<file path="src/rtl/controller_fsm.sv">
// Instruction-register decode and Moore control FSM for a simple register/ALU datapath.
// Sequences register reads, ALU execution and writeback for MOV, ADD, CMP, AND and MVN.
module controller_fsm #(
  parameter int WIDTH = 16
) (
  input  logic             clk,
  input  logic             resetn,
  input  logic             s,
  input  logic             load,
  input  logic [WIDTH-1:0] in,
  output logic             w,
  output logic             err,
  output logic [2:0]       readnum,
  output logic [2:0]       writenum,
  output logic [1:0]       vsel,
  output logic             loada,
  output logic             loadb,
  output logic             asel,
  output logic             bsel,
  output logic             loadc,
  output logic             loads,
  output logic             write,
  output logic [1:0]       shift,
  output logic [1:0]       ALUop,
  output logic [WIDTH-1:0] sximm5,
  output logic [WIDTH-1:0] sximm8
);

  typedef enum logic [2:0] {
    S_WAIT, S_DECODE, S_WIMM, S_GETA, S_GETB, S_EXEC, S_WRD
  } state_t;

  state_t           state_q, state_d;
  logic [WIDTH-1:0] ir_q, ir_d;
  logic             err_q, err_d;

  logic [2:0] opc, rn, rd, rm;
  logic [1:0] op, sh;

  assign opc = ir_q[15:13];
  assign op  = ir_q[12:11];
  assign rn  = ir_q[10:8];
  assign rd  = ir_q[7:5];
  assign sh  = ir_q[4:3];
  assign rm  = ir_q[2:0];

  assign sximm5 = {{(WIDTH-5){ir_q[4]}}, ir_q[4:0]};
  assign sximm8 = {{(WIDTH-8){ir_q[7]}}, ir_q[7:0]};
  assign err    = err_q;

  always_ff @(posedge clk or negedge resetn) begin
    if (!resetn) begin
      state_q <= S_WAIT;
      ir_q    <= '0;
      err_q   <= 1'b0;
    end else begin
      state_q <= state_d;
      ir_q    <= ir_d;
      err_q   <= err_d;
    end
  end

  always_comb begin
    state_d  = state_q;
    ir_d     = ir_q;
    err_d    = err_q;
    w        = 1'b0;
    readnum  = 3'd0;
    writenum = 3'd0;
    vsel     = 2'b00;
    loada    = 1'b0;
    loadb    = 1'b0;
    asel     = 1'b0;
    bsel     = 1'b0;
    loadc    = 1'b0;
    loads    = 1'b0;
    write    = 1'b0;
    shift    = 2'b00;
    ALUop    = 2'b00;
    case (state_q)
      S_WAIT: begin
        w = 1'b1;
        // A coincident load and start both take effect, so DECODE sees the new word.
        if (load) ir_d = in;
        if (s) begin
          state_d = S_DECODE;
          err_d   = 1'b0;
        end
      end
      S_DECODE: begin
        case ({opc, op})
          5'b110_10:                     state_d = S_WIMM;
          5'b110_00, 5'b101_11:          state_d = S_GETB;
          5'b101_00, 5'b101_01, 5'b101_10: state_d = S_GETA;
          default: begin
            state_d = S_WAIT;
            err_d   = 1'b1;
          end
        endcase
      end
      S_WIMM: begin
        vsel     = 2'b10;
        writenum = rn;
        write    = 1'b1;
        state_d  = S_WAIT;
      end
      S_GETA: begin
        readnum = rn;
        loada   = 1'b1;
        state_d = S_GETB;
      end
      S_GETB: begin
        readnum = rm;
        loadb   = 1'b1;
        state_d = S_EXEC;
      end
      S_EXEC: begin
        shift = sh;
        bsel  = 1'b0;
        ALUop = (opc == 3'b101) ? op : 2'b00;
        // Single-operand forms (MOV reg, MVN) zero the A input.
        asel  = (opc == 3'b110) || (op == 2'b11);
        if (opc == 3'b101 && op == 2'b01) begin
          loads   = 1'b1;
          state_d = S_WAIT;
        end else begin
          loadc   = 1'b1;
          state_d = S_WRD;
        end
      end
      S_WRD: begin
        vsel     = 2'b00;
        writenum = rd;
        write    = 1'b1;
        state_d  = S_WAIT;
      end
      default: state_d = S_WAIT;
    endcase
  end

endmodule

</file>
<file path="config.mk">
export PLATFORM = sky130hd
export DESIGN_NAME = controller_fsm
export DESIGN_NICKNAME = d
export VERILOG_FILES = /design/src/rtl/controller_fsm.sv
export SDC_FILE = /design/constraint.sdc
export NUM_CORES = 1
export LEC_CHECK = 0
export CAP_MARGIN = 25
export CORE_ASPECT_RATIO = 1.1
export CORE_MARGIN = 2
export CORE_UTILIZATION = 43
export CTS_BUF_LIST = sky130_fd_sc_hd__clkbuf_2
export CTS_CLUSTER_SIZE = 20
export DETAILED_ROUTE_END_ITERATION = 12
export GPL_TIMING_DRIVEN = 0
export MAX_ROUTING_LAYER = met4
export PLACE_DENSITY_LB_ADDON = 0.1
export SYNTH_ARGS = -nofsm -noshare
export SYNTH_HDL_FRONTEND = slang
export SYNTH_SLANG_ARGS = --single-unit
</file>
<file path="constraint.sdc">
create_clock -name clk -period 5.4 [get_ports clk]
set_clock_uncertainty 0.15 [all_clocks]
set_input_delay 0.54 -clock clk [delete_from_list [all_inputs] [get_ports clk]]
set_output_delay 0.54 -clock clk [all_outputs]
set_load 0.05 [all_outputs]
</file>
# Word level (Yosys, flattened, before mapping)
# Cells that the tools add are included.
[word_totals]
output_inout_bits = 53
inputBits = 20
reg_bits = 20
word_cells = 53
[classes]
n_mux = 22
n_eq_ne = 18
n_reduce_logical = 10
[op_table]
columns = ["cell", "n"]
rows = [
  ["$eq A5 B5 Y1 const B", 6],
  ["$eq A3 B3 Y1 const B", 5],
  ["$pmux W3 S5", 1],
  ["$pmux W3 S2", 2],
  ["$mux W1", 11],
  ["$pmux W3 S3", 1],
  ["$mux W2", 4],
  ["$eq A3 B2 Y1 const B", 2],
  ["$mux W3", 2],
  ["$reduce_or A6 Y1", 1],
  ["$ne A2 B2 Y1 const B", 2],
  ["$reduce_or A2 Y1", 2],
  ["$eq A3 B1 Y1 const B", 1],
  ["$logic_not A3 Y1", 1],
  ["$reduce_and A3 Y1", 1],
  ["$reduce_or A3 Y1", 1],
  ["$eq A2 B1 Y1 const B", 1],
  ["$eq A2 B2 Y1 const B", 1],
  ["$pmux W1 S2", 1],
  ["$reduce_and A2 Y1", 1],
  ["$reduce_bool A2 Y1", 1],
  ["$logic_and A1 B1 Y1", 1],
  ["$logic_or A1 B1 Y1", 1],
]

# Depth between registers and ports, before layout
[depth]
depth_word = 4
mapped_depth = 5
mapped_depth_nobuf = 3

# Worst setup path before layout
# Ideal clock, no wire load.
[synth_path]
kind = "reg-to-output"
startpoint = "register state_q[1]"
endpoint = "output readnum[0]"
path_buffers = 1
t_arrival_ns = 2.547
stages_incl_launch_ff = 4
path_slack_ns = 2.163
required_ns = 4.710
path_cell_list = "dfrtp_1 > clkbuf_1 > nor3b_1 > a22o_1"
[synth_between]
elab_chain_len = 2
word_cells_on_any_way = 3
cone_classes = "eq/ne (2); mux (1)"
[synth_lines]
columns = ["element", "line_no", "text"]
rows = [
  ["from (decl)", "33", "state_t state_q, state_d;"],
  ["from (signal assigned)", "57", "state_q <= state_d;"],
  ["$eq A3 B3 Y1 / $eq A3 B2 Y1 (equally long branches)", "80", "case (state_q)"],
  ["$pmux W3 S2 *", "80", ""],
  ["to (decl)", "13", "output logic [2:0] readnum,"],
]
# Every way passes the cells marked *; elsewhere a longest branch is shown, timed or not.

# Worst setup path in the final report
[layout_path]
startpoint = "register state_q[0]"
endpoint = "output readnum[0]"
# The elaborated chain is that of the path after synthesis.

==> impl_results.md <==
- Die Wd: 57.7 microns
- Async SR Flop Fraction: 1.00
- P&R area growth vs syn: 56.1%
- Yosys top cell by area: dfrtp_1
- Initial DRC count: 20
- Total track usage: 0.167
- Chip height: 63.1 microns
- Mean Syn Cell Area: 10.1 sq um
- Antenna Nets Post-Route: 0
- Crit path DAT: 2.55 ns
- Setup Fix Bufs, Post-CTS: 0
- Max Root-Sink Buffers: 2
- CP max stage cell: clkdlybuf4s50_1
- Total grt overflow: 0
- Clock tree from TritonCTS: done
- Multi-input logic area: 563 sq um
- DRC Markers: 0
- Max Cap Violations: 0
- Critical path, cell by cell: clkbuf_1 > nor3b_1 > a22o_1 > clkdlybuf4s50_1
- Post-placement setup slack: 2.52 ns
- Final hold violations: 0
- TritonCTS buffer count: 3
- Htree depth: 1
- NumNets Final: 231
- Max-slew violations: 0
- Area contributors post-synth: dfrtp_1, buf_4, mux2_2, mux2_4, nor2_1
- Post-CTS sizing: 0
- Setup violators final: 0
- Hold-fix buffers, CTS: 0
- Antenna diodes: 0
- Largest net degree at the start of global routing: 21
- I/O pin total: 73
- Critical path's largest stage delay: 0.81 ns
- Post-synth EDFFs: 0
- Register area: 500 sq um
- Worst Path Buf+Inv: 2
- Core footprint: 3050 sq um
- Routed len/inst: 12.1 microns
- Synth cell types: 30
- CP Max Fanout: 10
- DPL Wire Length: 2.34 mm
- Min cycle time layout: 3.24 ns
- Vias/cell: 4.80
- CTS Root Cell: clkbuf_2
- Clock transition at path regs: 0.18 ns
- Sequential area share after synthesis: 0.367
- DR vias: 1,170
- Port bufs: 70
- Top cell type's share of synthesized area: 0.367
- FF+latch count, synth: 20
- Vias in the first global route: 1,033
- Yosys warns: 0
- # fillers: 236
- First-pass DRT Iterations: 4
- Initial antenna violation count: 0
- Fraction of layout cells with a size suffix above 1: 0.257
- Die area: 3640 sq um
- Crit end category: primary output
- Worst-Margin Slew: 0.898 ns
- F_max: 0.308 GHz
- Slew headroom: 0.399
- HP Class: register to register
- Period utilization: 0.601
- Num rows: 21
- Gate Count Post-Synth: 135
- Smallest setup slack after layout: 2.16 ns
- CTS Sinks: 20
- Clock latency on the worst-skew pair: 0.32 ns
- Routability cong.: 0.811
- Effective utilization at floorplan: 0.447
- Commonest non-fill, non-tap cells in the layout: clkdlybuf4s50_1, buf_4, dfrtp_1
- Type of the worst setup path: register to primary output
- Cell Area, Synth: 1360 sq um
- Commonest non-fill, non-tap cell in the layout: clkdlybuf4s50_1
- Startpoint Class: register
- Final Core Density: 0.699
- Status: completed
- Req. time, crit path: 4.71 ns
- Ys flop type: dfrtp_1
- Unrepaired setup endpoints after global routing: no
- First-pass GRT wire length: 4.71 mm
- WL final: 2.95 mm
- Setup TNS: 0 ns
- CP top delay family: buffers and inverters
state kept, by name, indices dropped and copies added (netlist names):
signal,cells
err,1
ir_q,16
state_q,3
worst min-delay path, delay by kind of cell, from the launching register on:
kind | cells | cell delay [ns]
flops | 1 | 0.39
compound gates | 2 | 0.13
kinds of logic after synthesis:
family	synth area share
AOI/OAI and AO/OA	0.0908
muxes	0.154
buffers and inverters	0.223
and+or+nand+nor	0.162
DFF	0.367
other	0.00275
metrics by stage:
| step | std cells | hold slack (ns) | cell area (sq um) |
|---|---|---|---|
| global route | 244 | 0.423 | 2130 |
| detailed placement | 240 | 0.359 | 2110 |
| global placement | 240 | 0.336 | 2110 |
| floorplan | 136 | 0.0944 | 1370 |
| CTS | 244 | 0.397 | 2130 |
| finish | 244 | 0.383 | 2130 |
worst paths after layout:
check	end	startpoint	cells past startpoint	slack, ns
min in group asynchronous	ir_q[0]	resetn	1	0.54
worst max register to register	ir_q[1]	state_q[2]	4	3.44
max in group asynchronous	ir_q[11]	resetn	1	4.02
worst max-delay path	readnum[0]	state_q[0]	4	2.16
worst min register to register	err	err	2	0.38
worst min-delay path	err	err	2	0.38
synthesized netlist by cell type, drive strengths merged (2+ instances only):
library cell / number
a22o: 3
o21ai: 6
buf: 36
a21oi: 2
nor4b: 2
mux2i: 3
nand2b: 3
dfrtp: 20
a221oi: 2
nand3b: 3
inv: 4
o21a: 2
nor2b: 4
clkbuf: 3
and2: 4
nor3b: 2
nor2: 9
nand2: 5
mux2: 14
per-layer routing:
| layer | vias to the layer above | track usage | routed length, microns |
|---|---|---|---|
| met1 | 539 | 0.214 | 1260 |
| met3 | 3 | 0.0308 | 258 |
| met4 | 0 | 0.0523 | 32 |
| li1 | 575 | - | - |
| met2 | 53 | 0.267 | 1400 |
| met5 | - | - | 0 |
area by class of cell:
class,count,share of cell area
Inverter,4,0.00705
Buffer,39,0.136
Tap cell,34,0.0200
Clock inverter,1,0.00176
Sequential cell,20,0.235
Multi-Input combinational cell,73,0.264
Clock buffer,3,0.00705
Timing Repair Buffer,70,0.329
Power is not shown: default switching activity piles up to over one toggle a cycle in this logic, so the estimate is an artifact.
